[config.mk]
export PLATFORM = sky130hd
export DESIGN_NAME = heap_array_reader
export DESIGN_NICKNAME = d
export VERILOG_FILES = /design/src/rtl/heap_array_reader.sv
export SDC_FILE = /design/constraint.sdc
export NUM_CORES = 1
export LEC_CHECK = 0
export BUFFER_PORTS_ARGS = -buffer_cell sky130_fd_sc_hd__buf_2
export CAP_MARGIN = 20
export CORE_MARGIN = 2
export CORE_UTILIZATION = 50
export CTS_BUF_LIST = sky130_fd_sc_hd__clkbuf_4
export CTS_CLUSTER_SIZE = 10
export DETAILED_ROUTE_END_ITERATION = 10
export PLACE_DENSITY = 0.84
export SLEW_MARGIN = 20
export SYNTH_ARGS = -nofsm -noshare
export SYNTH_HDL_FRONTEND = slang
export SYNTH_SLANG_ARGS = --single-unit
[constraint.sdc]
create_clock -name clock -period 7.5 [get_ports clock]
set_input_delay 1.125 -clock clock [delete_from_list [all_inputs] [get_ports clock]]
set_output_delay 1.125 -clock clock [all_outputs]
set_load 0.005 [all_outputs]
[src/rtl/heap_array_reader.sv]
// Streams a contiguous slice of one heap array over a valid/ready channel using a 2-entry skid buffer.
// Optional HEAP_READER_BOUNDS_CHECK_EN inserts a SIZE state that also clips to the live array length.
module heap_array_reader #(
  parameter int unsigned MemoryElementWidth = 12,
  parameter int unsigned NArea              = 10,
  parameter int unsigned NArrays            = 2,
  parameter int unsigned NHeap              = 20,
  parameter int unsigned AddrWidth          = 8
) (
  input  logic                          clock,
  input  logic                          resetN,
  input  logic                          start,
  output logic                          startReady,
  input  logic [MemoryElementWidth-1:0] array,
  input  logic [MemoryElementWidth-1:0] offset,
  input  logic [MemoryElementWidth-1:0] count,
  output logic                          heapRe,
  output logic [AddrWidth-1:0]          heapAddr,
  input  logic [MemoryElementWidth-1:0] heapData,
  output logic [MemoryElementWidth-1:0] sizeAddr,
  input  logic [MemoryElementWidth-1:0] sizeData,
  output logic [MemoryElementWidth-1:0] outData,
  output logic                          outValid,
  input  logic                          outReady,
  output logic                          outLast,
  output logic                          done,
  output logic                          error
);

  localparam int unsigned W   = MemoryElementWidth;
  localparam int unsigned AW1 = AddrWidth + 1;

  localparam logic [1:0] S_IDLE   = 2'd0;
`ifdef HEAP_READER_BOUNDS_CHECK_EN
  localparam logic [1:0] S_SIZE   = 2'd1;
`endif
  localparam logic [1:0] S_STREAM = 2'd2;
  localparam logic [1:0] S_DONE   = 2'd3;

  logic [1:0]   state_q, state_d;
  logic         start_ready_q, start_ready_d;
  logic [W-1:0] arr_q, arr_d, off_q, off_d;
  logic [W-1:0] issue_left_q, issue_left_d, issue_idx_q, issue_idx_d;
  logic [W-1:0] beats_left_q, beats_left_d;
  logic         ret_valid_q, ret_valid_d, ret_last_q, ret_last_d;
  logic [W-1:0] buf0_q, buf0_d, buf1_q, buf1_d;
  logic         last0_q, last0_d, last1_q, last1_d;
  logic [1:0]   cnt_q, cnt_d, cnt_pop;
  logic         done_q, done_d, error_q, error_d;
  logic [W-1:0] size_addr_q, size_addr_d;

  logic [W-1:0]   avail, n_req;
  logic           xfer, issue, in_heap;
  logic [2:0]     occupancy;
  logic [AW1-1:0] addr_full;

  // Address of the next element to issue, kept one bit wider than the heap port.
  assign addr_full = AW1'(arr_q) * AW1'(NArea) + AW1'(off_q) + AW1'(issue_idx_q);
  assign in_heap   = addr_full < AW1'(NHeap);

  // Reads are issued combinationally so a beat that leaves this cycle frees a slot immediately,
  // which is what lets two buffer entries sustain one beat per cycle.
  assign heapRe     = issue && in_heap;
  assign heapAddr   = heapRe ? addr_full[AddrWidth-1:0] : '0;
  assign startReady = start_ready_q;
  assign outValid   = cnt_q != 2'd0;
  assign outData    = buf0_q;
  assign outLast    = last0_q && outValid;
  assign done       = done_q;
  assign error      = error_q;
  assign sizeAddr   = size_addr_q;

`ifndef HEAP_READER_BOUNDS_CHECK_EN
  logic unused_size;
  assign unused_size = ^sizeData;
`endif

  always_comb begin
    state_d      = state_q;
    arr_d        = arr_q;
    off_d        = off_q;
    issue_left_d = issue_left_q;
    issue_idx_d  = issue_idx_q;
    beats_left_d = beats_left_q;
    buf0_d       = buf0_q;
    buf1_d       = buf1_q;
    last0_d      = last0_q;
    last1_d      = last1_q;
    error_d      = error_q;
    size_addr_d  = size_addr_q;
    avail        = '0;
    n_req        = '0;

    xfer      = outValid && outReady;
    occupancy = 3'(cnt_q) + 3'(ret_valid_q) - 3'(xfer);
    issue     = (state_q == S_STREAM) && (issue_left_q != '0) && (occupancy < 3'd2);

    ret_valid_d = issue;
    ret_last_d  = issue && (issue_left_q == W'(1));
    if (issue) begin
      issue_left_d = issue_left_q - W'(1);
      issue_idx_d  = issue_idx_q + W'(1);
    end

    // Pop the head first, then a returning read lands in the first free entry.
    cnt_pop = cnt_q - 2'(xfer);
    if (xfer) begin
      buf0_d       = buf1_q;
      last0_d      = last1_q;
      beats_left_d = beats_left_q - W'(1);
    end
    if (ret_valid_q) begin
      if (cnt_pop == 2'd0) begin
        buf0_d  = heapData;
        last0_d = ret_last_q;
      end else begin
        buf1_d  = heapData;
        last1_d = ret_last_q;
      end
    end
    cnt_d = cnt_pop + 2'(ret_valid_q);

    case (state_q)
      S_IDLE: begin
        if (start && start_ready_q) begin
          arr_d       = array;
          off_d       = offset;
          issue_idx_d = '0;
          avail       = (offset >= W'(NArea)) ? '0 : W'(NArea) - offset;
          n_req       = (count < avail) ? count : avail;
`ifdef HEAP_READER_BOUNDS_CHECK_EN
          size_addr_d = array;
`endif
          if (array >= W'(NArrays)) begin
            n_req   = '0;
            error_d = 1'b1;
            state_d = S_DONE;
          end else begin
            error_d = n_req < count;
`ifdef HEAP_READER_BOUNDS_CHECK_EN
            state_d = S_SIZE;
`else
            state_d = S_STREAM;
`endif
          end
          issue_left_d = n_req;
          beats_left_d = n_req;
        end
      end
`ifdef HEAP_READER_BOUNDS_CHECK_EN
      S_SIZE: begin
        avail = (off_q >= sizeData) ? '0 : sizeData - off_q;
        if (avail < issue_left_q) begin
          issue_left_d = avail;
          beats_left_d = avail;
          error_d      = 1'b1;
        end
        state_d = S_STREAM;
      end
`endif
      S_STREAM: begin
        if ((beats_left_q == '0) || (xfer && (beats_left_q == W'(1)))) state_d = S_DONE;
      end
      S_DONE:  state_d = S_IDLE;
      default: state_d = S_IDLE;
    endcase

    done_d        = state_d == S_DONE;
    start_ready_d = state_d == S_IDLE;
  end

  always_ff @(posedge clock or negedge resetN) begin
    if (!resetN) begin
      state_q       <= S_IDLE;
      start_ready_q <= 1'b1;
      arr_q         <= '0;
      off_q         <= '0;
      issue_left_q  <= '0;
      issue_idx_q   <= '0;
      beats_left_q  <= '0;
      ret_valid_q   <= 1'b0;
      ret_last_q    <= 1'b0;
      buf0_q        <= '0;
      buf1_q        <= '0;
      last0_q       <= 1'b0;
      last1_q       <= 1'b0;
      cnt_q         <= 2'd0;
      done_q        <= 1'b0;
      error_q       <= 1'b0;
      size_addr_q   <= '0;
    end else begin
      state_q       <= state_d;
      start_ready_q <= start_ready_d;
      arr_q         <= arr_d;
      off_q         <= off_d;
      issue_left_q  <= issue_left_d;
      issue_idx_q   <= issue_idx_d;
      beats_left_q  <= beats_left_d;
      ret_valid_q   <= ret_valid_d;
      ret_last_q    <= ret_last_d;
      buf0_q        <= buf0_d;
      buf1_q        <= buf1_d;
      last0_q       <= last0_d;
      last1_q       <= last1_d;
      cnt_q         <= cnt_d;
      done_q        <= done_d;
      error_q       <= error_d;
      size_addr_q   <= size_addr_d;
    end
  end

endmodule

==> flow_metrics.py <==
metrics = {
    "outcome": {
        "status": "complete, but fails checks",
        "violations": "design-rule violations",
    },
    "timing": {
        "max_freq_mhz": 191,
        "finalHoldViolCount": 0,
        "relSlewSlack_pct": 48.4,
        "rsz0062_at_grt": "false",
        "skew_ns": 0.0201,
        "period_minus_slack_ns": 5.22,
        "setup_viol": 0,
        "slew_viol_final": 0,
        "setup_tns_ns": 0,
        "worst-slew-pin-transition_ns": 0.775,
        "period_share_pct": 69.7,
    },
    "global_route": {
        "antenna_found_initial": 1,
        "grt.total_usage_pct": 21.5,
        "grt_max_degree": 86,
        "grt_pass1_vias": 4862,
        "grt_pass1_wl_um": 22500,
        "grt.overflow.total": 0,
    },
    "setup_path": {
        "crit_buf_inv": 4,
        "critical_path_peak_fanout": 6,
        "critPathKind": "reg -> out",
        "crit_arrival_ns": 4.10,
        "setup.worst_path.start_class": "register",
        "cp-end-kind": "primary output",
        "r2r_cells": 10,
        "crit_family": "adder cells",
        "crit_path_cell_trace": "ha_1 > ha_1 > inv_1 > fa_1 > xor2_1 > fa_1 > inv_1 > ha_1 > inv_1 > nor3_1 > a221oi_1 > o211ai_1 > a2111oi_1 > buf_2",
        "worst_ep_required_time_ns": 6.38,
        "cpPeakStageDelay_ns": 0.49,
        "crit_cells": 14,
        "slowest_stage": "fa_1",
    },
    "detailed_routing": {
        "routed_wl_um": 13300,
        "final_antenna_net_count": 0,
        "first_pass_iters": 9,
        "num_vias": 4816,
        "remaining_drc_errors": 5,
        "wl_per_cell_um": 15.8,
        "dr.first_iter.drc_count": 354,
        "vias_per_cell": 5.72,
    },
    "power_and_ir_drop": {
        "p_int_w": 0.00143,
        "seqPwrFrac_pct": 30.5,
        "switching_power_w": 0.00123,
        "clkPwrFrac_pct": 9.1,
        "leakage_nw": 2.99,
        "p_comb_share_pct": 60.4,
        "power_switching_share_pct": 46.1,
        "ir_drop_mv": 0.193,
        "power_density_nw_per_um2": 406,
        "p_total_w": 0.00266,
    },
    "synth": {
        "ys_ff_latch": 85,
        "ys_top_cells_by_count": "84 x dfrtp_1, 73 x nand2_1, 53 x inv_1",
        "postSynthCellCount": 622,
        "async_flop_share_pct": 100,
        "synth_area_per_cell_um2": 9.59,
        "yosys.area.top_type": "dfrtp_1",
        "synth-edff-count": 0,
        "synth.most_common_cell": "dfrtp_1",
        "yosys_warnings": 0,
        "synth_top_area_share_pct": 35.2,
        "synth_ff_type": "dfrtp_1",
        "netlist_area_um2": 5960,
        "netlist_top_cells_area": "dfrtp_1 35%, ha_1 10%, nand2_1 4.6%",
        "seq_area_frac_synth_pct": 35.7,
        "ys_types": 71,
    },
    "clock_network": {
        "clock_latency_ns": 0.44,
        "path_clk_slew_ns": 0.13,
        "cts_sinks": 85,
        "cts_tree": "built",
        "clock_tree.buffer_depth": 2,
        "hold_buffers": 0,
        "cts_resized": 0,
        "root_buffer": "clkbuf_4",
        "h-tree-depth": 3,
        "cts_buffers": 9,
        "post_cts_buffers": 0,
    },
    "placed_design": {
        "post_dp_cell_area_um2": 6420,
        "io_buffers": 74,
        "dp_hpwl_um": 10300,
        "place_congestion": 0.891,
    },
    "die": {
        "die_w_um": 113,
        "start_util_pct": 51.8,
        "core.rowCount": 39,
        "die-height_um": 113,
        "die_area_um2": 12800,
        "coreArea_um2": 11500,
        "boundaryPins": 102,
    },
    "final_layout": {
        "drive_gt1_share_pct": 19.1,
        "finalInstanceArea_um2": 6550,
        "nNetsFinal": 817,
        "fillers": 998,
        "area.growth.synth_to_final_pct": 9.84,
    },
    "worst_hold_path": {
        "hp-class": "reg -> reg",
        "holdPathStages": 2,
    },
    "job": {
        "cap_violations": 0,
    },
}
## registers in the layout, summed over array words and instances, names as in the netlist
| register | count |
|---|---|
| beats_left_q | 12 |
| buf1_q | 12 |
| issue_left_q | 12 |
| outData | 12 |
| issue_idx_q | 9 |
| off_q | 9 |
| arr_q | 8 |
| cnt_q | 2 |
| state_q | 2 |
| done | 1 |
| error | 1 |
| last0_q | 1 |
| last1_q | 1 |
| ret_last_q | 1 |
| ret_valid_q | 1 |
| startReady | 1 |
## layout make-up
type / instances / area (um^2) / share of cell area (%)
antenna: 1 / 2.50 / 0.0382
tap: 143 / 179 / 2.73
multi-input combinational: 467 / 3520 / 53.8
inverter: 53 / 199 / 3.04
sequential: 85 / 2130 / 32.5
clock buffer: 10 / 75.1 / 1.15
clock inverter: 6 / 46.3 / 0.707
timing repair buffer: 77 / 399 / 6.09
## path summary, 6_finish.rpt
kind	from	end	slack, ns
setup / recovery	arr_q[1]$_DFFE_PN0P_	heapAddr[4]	2.28
hold / removal	ret_last_q$_DFF_PN0_	last0_q$_DFF_PN0_	0.51
setup reg to reg	cnt_q[1]$_DFF_PN0_	issue_left_q[6]$_DFF_PN0_	4.48
hold reg to reg	ret_last_q$_DFF_PN0_	last0_q$_DFF_PN0_	0.51
max in group asynchronous	resetN	arr_q[3]$_DFFE_PN0P_	6.25
min in group asynchronous	resetN	outData[11]$_DFF_PN0_	0.71
## cell families (layout without fill, tap and decap cells)
logic type | after synthesis | after routing | synth area share [%]
AO/OA/AOI/OAI | 133 | 133 | 15.9
XOR/XNOR | 37 | 37 | 5.92
adder cells (fa/ha/maj) | 60 | 60 | 13.8
buffers and inverters | 87 | 146 | 6.74
flip-flops | 85 | 85 | 35.7
multiplexers | 28 | 28 | 4.97
other | 2 | 20 | 0.126
AND/OR/NAND/NOR | 190 | 190 | 16.8
## placed cells by master, fill, tap and decap left out, drive strengths merged, types with 8 or more instances in the layout
| cell type | count |
|---|---|
| a21oi | 18 |
| buf | 77 |
| clkbuf | 10 |
| conb | 19 |
| dfrtp | 84 |
| fa | 10 |
| ha | 50 |
| inv | 55 |
| mux2 | 13 |
| mux2i | 15 |
| nand2 | 74 |
| nand3 | 14 |
| nand4 | 16 |
| nor2 | 33 |
| nor3 | 11 |
| nor4 | 9 |
| o211ai | 18 |
| o21ai | 44 |
| o221ai | 9 |
| or3 | 8 |
| xnor2 | 23 |
| xor2 | 13 |
## power groups by stage
stage               clock network, W  logic, W  registers (W)
floorplan                          0   0.00126       0.000778
global placement                   0   0.00150       0.000799
detailed placement                 0   0.00160       0.000819
CTS                         0.000249   0.00161       0.000809
global route                0.000265   0.00183       0.000838
finish                      0.000243   0.00161       0.000810
## tightest hold or removal path: cells and delay by family (launching register included)
| family | cells | cell delay [ns] |
|---|---|---|
| AOI/OAI and AO/OA | 1 | 0.07 |
| DFF | 1 | 0.37 |
| and+or+nand+nor | 1 | 0.05 |
## per-stage QoR
stage               std cells  setup slack (ns)  util (%)  hold slack [ns]
CTS                       841              2.25      56.8            0.522
global route              842              2.01      56.9            0.532
detailed placement        825              2.07      55.8            0.491
finish                    842              2.28      56.9            0.515
floorplan                 639              2.51         -            0.446
global placement          825              2.25      55.7            0.466
## routing by layer
| metal | global-route usage [%] | up-vias | routed length [um] |
|---|---|---|---|
| met2 | 37.3 | 146 | 6810 |
| met4 | 8.70 | 0 | 391 |
| met3 | 3.48 | 33 | 566 |
| li1 | - | 2338 | - |
| met1 | 26.9 | 2299 | 5570 |
| met5 | 0 | - | 0 |
(Power assumes the default switching activity.)
